===== src/rtl/job_io_if.sv =====
// Byte-stream bundle between the host bridge and job_io_sr: RX job frame,
// job handoff to the core and TX result symbols.
interface job_io_if #(
  parameter int DW        = 8,
  parameter int JOB_BYTES = 80,
  parameter int RES_BYTES = 8
) ();
  logic [DW-1:0]           in_data;
  logic                    in_valid;
  logic                    in_sof;
  logic                    in_ready;
  logic [JOB_BYTES*DW-1:0] job_data;
  logic                    job_valid;
  logic                    job_ack;
  logic                    rx_abort;
  logic [RES_BYTES*DW-1:0] res_data;
  logic                    res_load;
  logic                    res_busy;
  logic [DW-1:0]           out_data;
  logic                    out_valid;
  logic                    out_ready;

  modport slave (
    input  in_data, in_valid, in_sof, job_ack, res_data, res_load, out_ready,
    output in_ready, job_data, job_valid, rx_abort, res_busy, out_data, out_valid
  );

  modport master (
    output in_data, in_valid, in_sof, job_ack, res_data, res_load, out_ready,
    input  in_ready, job_data, job_valid, rx_abort, res_busy, out_data, out_valid
  );
endinterface


===== src/rtl/job_io_sr.sv =====
// Miner byte-stream front end: double-buffered framed job loader (RX) and
// flow-controlled result unloader (TX), fully independent halves.
module job_io_sr #(
  parameter int DW        = 8,
  parameter int JOB_BYTES = 80,
  parameter int RES_BYTES = 8
) (
  input  logic     clk,
  input  logic     rst_n,
  job_io_if.slave  bus
);
  localparam int JW = JOB_BYTES * DW;
  localparam int RW = RES_BYTES * DW;
  localparam int CW = $clog2(JOB_BYTES + 1);
  localparam int TW = $clog2(RES_BYTES + 1);

  typedef enum logic [1:0] {
    IDLE = 2'd0,
    FILL = 2'd1,
    FULL = 2'd2
  } rx_state_e;

  rx_state_e     state_q, state_d;
  logic [JW-1:0] sh_q, sh_d;
  logic [JW-1:0] job_q, job_d;
  logic [CW-1:0] cnt_q, cnt_d;
  logic          jv_q, jv_d;
  logic          abort_q, abort_d;
  logic [RW-1:0] tx_q, tx_d;
  logic [TW-1:0] tcnt_q, tcnt_d;
  logic          busy_q, busy_d;

  logic          rx_xfer_s;
  logic [JW-1:0] sh_shift_s;
  logic [RW-1:0] tx_shift_s;

  assign rx_xfer_s = bus.in_valid & bus.in_ready;

  generate
    if (JOB_BYTES > 1) begin : g_sh_multi
      assign sh_shift_s = {sh_q[JW-DW-1:0], bus.in_data};
    end else begin : g_sh_single
      assign sh_shift_s = bus.in_data;
    end
    if (RES_BYTES > 1) begin : g_tx_multi
      assign tx_shift_s = {tx_q[RW-DW-1:0], {DW{1'b0}}};
    end else begin : g_tx_single
      assign tx_shift_s = {RW{1'b0}};
    end
  endgenerate

  // RX frame assembly and job handoff.
  always_comb begin
    state_d = state_q;
    sh_d    = sh_q;
    cnt_d   = cnt_q;
    job_d   = job_q;
    abort_d = 1'b0;
    if (jv_q && bus.job_ack) begin
      jv_d = 1'b0;
    end else begin
      jv_d = jv_q;
    end
    case (state_q)
      IDLE: begin
        if (rx_xfer_s && bus.in_sof) begin
          sh_d    = sh_shift_s;
          cnt_d   = CW'(1);
          state_d = (JOB_BYTES == 1) ? FULL : FILL;
        end else begin
          state_d = IDLE;
        end
      end
      FILL: begin
        if (rx_xfer_s) begin
          sh_d = sh_shift_s;
          if (bus.in_sof) begin
            cnt_d   = CW'(1);
            abort_d = 1'b1;
          end else begin
            cnt_d = cnt_q + CW'(1);
            if (cnt_q + CW'(1) == CW'(JOB_BYTES)) begin
              state_d = FULL;
            end else begin
              state_d = FILL;
            end
          end
        end else begin
          state_d = FILL;
        end
      end
      FULL: begin
        // Hand over only once the core has released the previous job.
        if (!jv_q || bus.job_ack) begin
          job_d   = sh_q;
          jv_d    = 1'b1;
          cnt_d   = {CW{1'b0}};
          state_d = IDLE;
        end else begin
          state_d = FULL;
        end
      end
      default: begin
        state_d = IDLE;
      end
    endcase
  end

  // TX result unloader; the shift fills with zeros so out_data idles at 0.
  always_comb begin
    tx_d   = tx_q;
    tcnt_d = tcnt_q;
    busy_d = busy_q;
    if (busy_q) begin
      if (bus.out_ready) begin
        tx_d   = tx_shift_s;
        tcnt_d = tcnt_q - TW'(1);
        if (tcnt_q == TW'(1)) begin
          busy_d = 1'b0;
        end else begin
          busy_d = 1'b1;
        end
      end else begin
        busy_d = 1'b1;
      end
    end else if (bus.res_load) begin
      tx_d   = bus.res_data;
      tcnt_d = TW'(RES_BYTES);
      busy_d = 1'b1;
    end else begin
      busy_d = 1'b0;
    end
  end

  // State registers for both halves.
  always_ff @(posedge clk or negedge rst_n) begin
    if (!rst_n) begin
      state_q <= IDLE;
      sh_q    <= {JW{1'b0}};
      job_q   <= {JW{1'b0}};
      cnt_q   <= {CW{1'b0}};
      jv_q    <= 1'b0;
      abort_q <= 1'b0;
      tx_q    <= {RW{1'b0}};
      tcnt_q  <= {TW{1'b0}};
      busy_q  <= 1'b0;
    end else begin
      state_q <= state_d;
      sh_q    <= sh_d;
      job_q   <= job_d;
      cnt_q   <= cnt_d;
      jv_q    <= jv_d;
      abort_q <= abort_d;
      tx_q    <= tx_d;
      tcnt_q  <= tcnt_d;
      busy_q  <= busy_d;
    end
  end

  assign bus.in_ready  = (state_q != FULL);
  assign bus.job_data  = job_q;
  assign bus.job_valid = jv_q;
  assign bus.rx_abort  = abort_q;
  assign bus.res_busy  = busy_q;
  assign bus.out_valid = busy_q;
  assign bus.out_data  = tx_q[RW-1 -: DW];
endmodule


===== src/flat_wrapper.sv =====
// flat-port wrapper written by rule: the top's interface ports become plain ports
module job_io_sr_flat 
#(
  parameter int DW        = 8,
  parameter int JOB_BYTES = 80,
  parameter int RES_BYTES = 8
)
  (clk, rst_n, bus_in_data, bus_in_valid, bus_in_sof, bus_job_ack, bus_res_data, bus_res_load, bus_out_ready, bus_in_ready, bus_job_data, bus_job_valid, bus_rx_abort, bus_res_busy, bus_out_data, bus_out_valid);
  job_io_if #(.DW(DW), .JOB_BYTES(JOB_BYTES), .RES_BYTES(RES_BYTES)) bus_i ();
  input  logic clk;
  input  logic rst_n;
  input wire logic [$bits(bus_i.in_data)-1:0] bus_in_data;
  input wire logic [$bits(bus_i.in_valid)-1:0] bus_in_valid;
  input wire logic [$bits(bus_i.in_sof)-1:0] bus_in_sof;
  input wire logic [$bits(bus_i.job_ack)-1:0] bus_job_ack;
  input wire logic [$bits(bus_i.res_data)-1:0] bus_res_data;
  input wire logic [$bits(bus_i.res_load)-1:0] bus_res_load;
  input wire logic [$bits(bus_i.out_ready)-1:0] bus_out_ready;
  output wire logic [$bits(bus_i.in_ready)-1:0] bus_in_ready;
  output wire logic [$bits(bus_i.job_data)-1:0] bus_job_data;
  output wire logic [$bits(bus_i.job_valid)-1:0] bus_job_valid;
  output wire logic [$bits(bus_i.rx_abort)-1:0] bus_rx_abort;
  output wire logic [$bits(bus_i.res_busy)-1:0] bus_res_busy;
  output wire logic [$bits(bus_i.out_data)-1:0] bus_out_data;
  output wire logic [$bits(bus_i.out_valid)-1:0] bus_out_valid;
  assign bus_i.in_data = bus_in_data;
  assign bus_i.in_valid = bus_in_valid;
  assign bus_i.in_sof = bus_in_sof;
  assign bus_i.job_ack = bus_job_ack;
  assign bus_i.res_data = bus_res_data;
  assign bus_i.res_load = bus_res_load;
  assign bus_i.out_ready = bus_out_ready;
  assign bus_in_ready = bus_i.in_ready;
  assign bus_job_data = bus_i.job_data;
  assign bus_job_valid = bus_i.job_valid;
  assign bus_rx_abort = bus_i.rx_abort;
  assign bus_res_busy = bus_i.res_busy;
  assign bus_out_data = bus_i.out_data;
  assign bus_out_valid = bus_i.out_valid;
  job_io_sr #(.DW(DW), .JOB_BYTES(JOB_BYTES), .RES_BYTES(RES_BYTES)) u_core (.clk(clk), .rst_n(rst_n), .bus(bus_i));
endmodule

===== config.mk =====
export PLATFORM = sky130hd
export DESIGN_NAME = job_io_sr_flat
export DESIGN_NICKNAME = d
export VERILOG_FILES = /design/src/rtl/job_io_if.sv /design/src/rtl/job_io_sr.sv /design/src/flat_wrapper.sv
export SDC_FILE = /design/constraint.sdc
export NUM_CORES = 2
export LEC_CHECK = 0
export BUFFER_PORTS_ARGS = -buffer_cell sky130_fd_sc_hd__buf_2
export CAP_MARGIN = 15
export CORE_MARGIN = 4
export CORE_UTILIZATION = 35
export CTS_CLUSTER_SIZE = 12
export DETAILED_ROUTE_END_ITERATION = 7
export PLACE_DENSITY = 0.58
export RECOVER_POWER = 25
export SLEW_MARGIN = 5
export SYNTH_ARGS = -nofsm -noshare
export SYNTH_HDL_FRONTEND = slang
export SYNTH_SLANG_ARGS = --single-unit

===== constraint.sdc =====
create_clock -name clk -period 2.5 [get_ports clk]
set_input_delay 0 -clock clk [delete_from_list [all_inputs] [get_ports clk]]
set_output_delay 0 -clock clk [all_outputs]
set_load 0.01 [all_outputs]

# == After elaboration in Yosys (flattened, before gate mapping) ==
# Index checks and enable logic that the tools add are counted.
# word_totals
ff_bits,1360
input_bits,79
output_inout_bits,653
word_cells,64
# op_classes
addsub,2
n_eq_ne,10
n_mux,30
bitwise_logic,1
n_reduce_logical,12
# op_table
op,n
$mux W640,2
$pmux W640 S2,1
$mux W64,3
$mux W7,4
$pmux W7 S3,1
$mux W4,3
$mux W1,11
$mux W2,4
$add A7 B1 Y7 const B,1
$eq A7 B7 Y1 const B,1
$ne A2 B1 Y1 const B,3
$pmux W2 S3,1
$eq A4 B1 Y1 const B,1
$ne A2 B2 Y1 const B,2
$reduce_and A2 Y1,2
$reduce_and A4 Y1,1
$reduce_bool A2 Y1,2
$sub A4 B1 Y4 const B,1
$ne A3 B3 Y1 const B,1
$reduce_and A3 Y1,1
$reduce_bool A3 Y1,1
$eq A2 B1 Y1 const B,1
$eq A2 B2 Y1 const B,1
$logic_and A1 B1 Y1,2
4 further kinds,4

# == Longest topological paths before layout ==
# depth
ltp_word,6
ltp_mapped,8
ltp_nobuf,6

# == Worst setup path after synthesis ==
# No wires, ideal clock.
# synth_path
path_type,register to register
from,register u_core.state_q[0]
to,register u_core.sh_q[100]
setup_ns,0.125
arrival_ns,1.820
t_required_ns,2.375
path_slack_ns,0.555
stages_incl_launch_ff,9
n_path_buf,2
synth_period_minus_slack_ns,1.945
cell_sequence,dfrtp_1 inv_1 ha_1 inv_1 nand2_1 nor2_4 buf_6 buf_6 mux2_2
# synth_between
elab_chain_len,5
elab_cells_between_ends,10
classes_between,eq/ne: 4; mux: 1; bitwise: 1; reduce/logical: 4
# synth_rtl
item,line_no,text
"start, declared",job_io_sr.sv:23,"rx_state_e state_q, state_d;"
"start signal, assigned",job_io_sr.sv:148,state_q <= state_d;
$ne A2 B2 Y1 (*),job_io_sr.sv:160,assign bus.in_ready = (state_q != FULL);
named net bus_in_ready,flat_wrapper.sv:19,output wire logic [$bits(bus_i.in_ready)-1:0] bus_in_ready;
$and A1 B1 Y1 (*),job_io_sr.sv:37,assign rx_xfer_s = bus.in_valid & bus.in_ready;
$logic_and A1 B1 Y1,job_io_sr.sv:66,if (rx_xfer_s && bus.in_sof) begin
$ne A2 B1 Y1 (no source line),-,
$reduce_and A3 Y1 (no source line) (*),-,
"end signal, assigned",job_io_sr.sv:139,sh_q <= {JW{1'b0}};
"end, declared",job_io_sr.sv:24,"logic [JW-1:0] sh_q, sh_d;"
# The timed path passes the listed nets; every way through them passes the cells marked *.
# A chain may end at the register's enable or synchronous reset.

# == Worst setup path after layout ==
# layout_path
from,register u_core.state_q[1]
to,register u_core.sh_q[89]
# layout_between
elab_chain_len,5
elab_cells_between_ends,10
classes_between,eq/ne: 4; mux: 1; bitwise: 1; reduce/logical: 4
# layout_rtl
item,line_no
$ne A2 B2 Y1,job_io_sr.sv:160
$and A1 B1 Y1,job_io_sr.sv:37
$logic_and A1 B1 Y1,job_io_sr.sv:66
$ne A2 B1 Y1 (no source line),-
$reduce_and A3 Y1 (no source line),-
# Parallel ways exist; a longest one is shown, timed or not.

==> reports/metrics.csv <==
metric,value,unit
Hold Path Depth,3,
outcome,"complete, but fails checks",
CTS sink cnt,1360,
Synth Flop Type,dfrtp_1,
min-delay worst type,in2reg,
post-CTS setup buffer count,0,
FF-to-FF End,u_core.sh_q[89],
Setup TNS,0,ns
most frequent cells in the layout,"1360 x dfrtp_1, 1280 x mux2_2, 382 x clkbuf_1",
vias in the first global route,30610,
CP arrival,2.93,ns
Initial Utilization,35.27,%
CTS Buf Count,149,
Synth Area in Compound Gates,0.9372,%
port bufs,731,
H-tree Lvls,4,
row count,140,
core area,145700,um2
first-pass GRT wire length,194.7,mm
critical path class,reg2reg,
CTS tree,built,
cts hold-fix bufs,135,
DR DRC count,0,
MaxCap Viol Count,1,
antenna-violating nets left,0,
routed via count,28540,
Rel. slew slack,-24.19,%
all-layer global routing usage,16.62,%
clock tree buffer depth,3,
placer congestion estimate,0.7746,
Syn Nets,3157,
Clock Latency Late Sink,0.75,ns
GRT met3 Usage,7.486,%
drt first pass iters,6,
peak supply drop,0.4871,mV
synthesis-to-layout area growth,23.11,%
"Req. time, crit path",3.12,ns
Die Ht,391.2,um
"Seq/Total Area, Yosys",66.22,%
fin crit share,92.26,%
max frequency,433.6,MHz
GRT Max-Usage Layer,met2,
critical path peak fanout,22,
Fin Hold WS,0.07946,ns
share of cells above drive strength 1,48.19,%
Post-synth ARST share,100.0,%
initial antenna violation count,5,
GR Layer Usage met2,26.28,%
GR Util met1,20.89,%
1st-iter DRT viols,976,
Yosys warnings,0,
grt ovf,0,
nets,4105,
hold path endpoint,u_core.sh_q[4],
failing checks,"capacitance limit, slew limit",
HPWL after DPL,90.48,mm
post-synthesis adder-cell area fraction,0.1704,%
final hold vios,0,
RSZ-0062 raised after global routing,no,
"EDFF count, synth",0,
Synth Area in Simple Gates,0.8618,%
min cycle time layout,2.306,ns
Reg2Reg Setup Slack,0.19,ns
Worst-path clk slew,0.06,ns
CP endpoint kind,flop,
Post-Synth XOR/XNOR Area,0.01704,%
R2R cell count,8,
Die Width,391.2,um
post-cts resize count,0,
Avg Vias per Cell,4.726,
actual slew at the worst max-slew pin,1.863,ns
largest net degree at the start of global routing,121,
# IOs,732,
clk_skew,0.02111,ns
Synth Register Bits,1360,
Reg2Reg Launch Point,u_core.state_q[1],
largest family of logic cells by synthesized area,multiplexers,
CP Launch Type,flop,
setup violators final,0,
fill count,13340,
Power per Cell Area,820.8,nW/um2
Max Slew Vio Count,87,
Avg WL per Cell,21.36,um
static leakage,32.97,nW
Mapped Cells,3071,
clk root buf,clkbuf_16,
"commonest non-fill, non-tap cell in the layout",dfrtp_1,
DIE AREA,153000,um2
mux cell area share after synthesis,29.27,%
HP Start,bus_in_data[4],
Post-Syn Area,51400,um2
Post-Route WL,129.0,mm
Avg Inst Size Synth,16.74,um2
post-synth cell types,36,
-- worst max path at each step --
stage                            startpoint                       end  cells after the start
after floorplan           u_core.state_q[0]          u_core.sh_q[100]                      8
after global placement    u_core.state_q[0]          u_core.sh_q[630]                      9
after detailed placement  u_core.state_q[0]          u_core.sh_q[591]                      9
after CTS                 u_core.state_q[0]          u_core.sh_q[591]                      9
after global routing                  rst_n  u_core.bus.job_data[160]                      4
final                     u_core.state_q[1]           u_core.sh_q[89]                      8
-- worst max-delay path: stages (launching register included) --
cell and delay [ns]:
dfrtp_1 0.41, inv_1 0.09, ha_1 0.33, mux2i_1 0.17, nor2_4 0.17, buf_12 0.21, buf_12 0.21, buf_12 0.19
mux2_2 0.35
-- through the flow --
| stage | instance area, um2 | total power [mW] | cells | setup slack [ns] | util [%] |
|---|---|---|---|---|---|
| after floorplan | 51400 | 28.56 | 3071 | 0.5550 | - |
| after global placement | 57590 | 30.21 | 5650 | 0.2124 | 39.52 |
| after detailed placement | 57590 | 30.33 | 5650 | 0.2060 | 39.52 |
| after CTS | 63760 | 52.75 | 6034 | 0.1875 | 43.75 |
| after global routing | 63270 | 54.27 | 6035 | 0.03451 | 43.41 |
| final | 63270 | 51.94 | 6038 | 0.1935 | 43.42 |
-- layout make-up --
cell class	count	area, um2	share of cell area [%]
Multi-Input combinational cell	1532	16090	25.42
Inverter	7	26.28	0.04153
Clock buffer	208	4283	6.769
Sequential cell	1360	34030	53.79
Tap cell	1917	2399	3.791
Antenna cell	4	10.01	0.01582
Timing Repair Buffer	969	5907	9.336
Clock inverter	41	530.5	0.8384
-- registers in the layout (all words and copies together), names as in the netlist --
register,cells
u_core.state_q,2
u_core.tx_q,64
u_core.bus.job_data,640
u_core.cnt_q,7
u_core.bus.job_valid,1
u_core.tcnt_q,4
u_core.bus.rx_abort,1
u_core.sh_q,640
u_core.bus.out_valid,1
-- synthesized netlist by cell type, drive strengths merged (2+ instances only) --
cell | number | area share [%]
nor2 | 6 | 0.058
buf | 154 | 2.3
nor2b | 2 | 0.024
mux2 | 1280 | 28
dfrtp | 1360 | 66
nand3b | 3 | 0.044
a22o | 11 | 0.19
a21oi | 5 | 0.049
nand3 | 5 | 0.049
inv | 7 | 0.051
and3 | 3 | 0.037
mux2i | 63 | 1.2
ha | 7 | 0.17
o21ai | 59 | 0.57
nand2b | 3 | 0.037
nand4b | 2 | 0.034
clkbuf | 18 | 0.13
nand2 | 69 | 0.50
-- per-layer routing --
layer  up-vias  wire length (um)
met3       156             12820
met5         -                27
li1      12800                 -
met1     14860             54440
met4         4              2358
met2       710             59300
-- report_power, final --
group          internal, mW  leakage [nW]  switching, mW  total [mW]
sequential             23.5          18.8           1.24        24.7
combinational          2.96          11.8           2.63        5.59
clock                  12.6          2.38           8.99        21.6
-- cell families after synthesis --
group,Yosys count
AO/OA/AOI/OAI,83
XOR/XNOR,1
adder cells (fa/ha/maj),7
buffers and inverters,179
flip-flops,1360
multiplexers,1343
AND/OR/NAND/NOR,98
(Power assumes the default switching activity.)
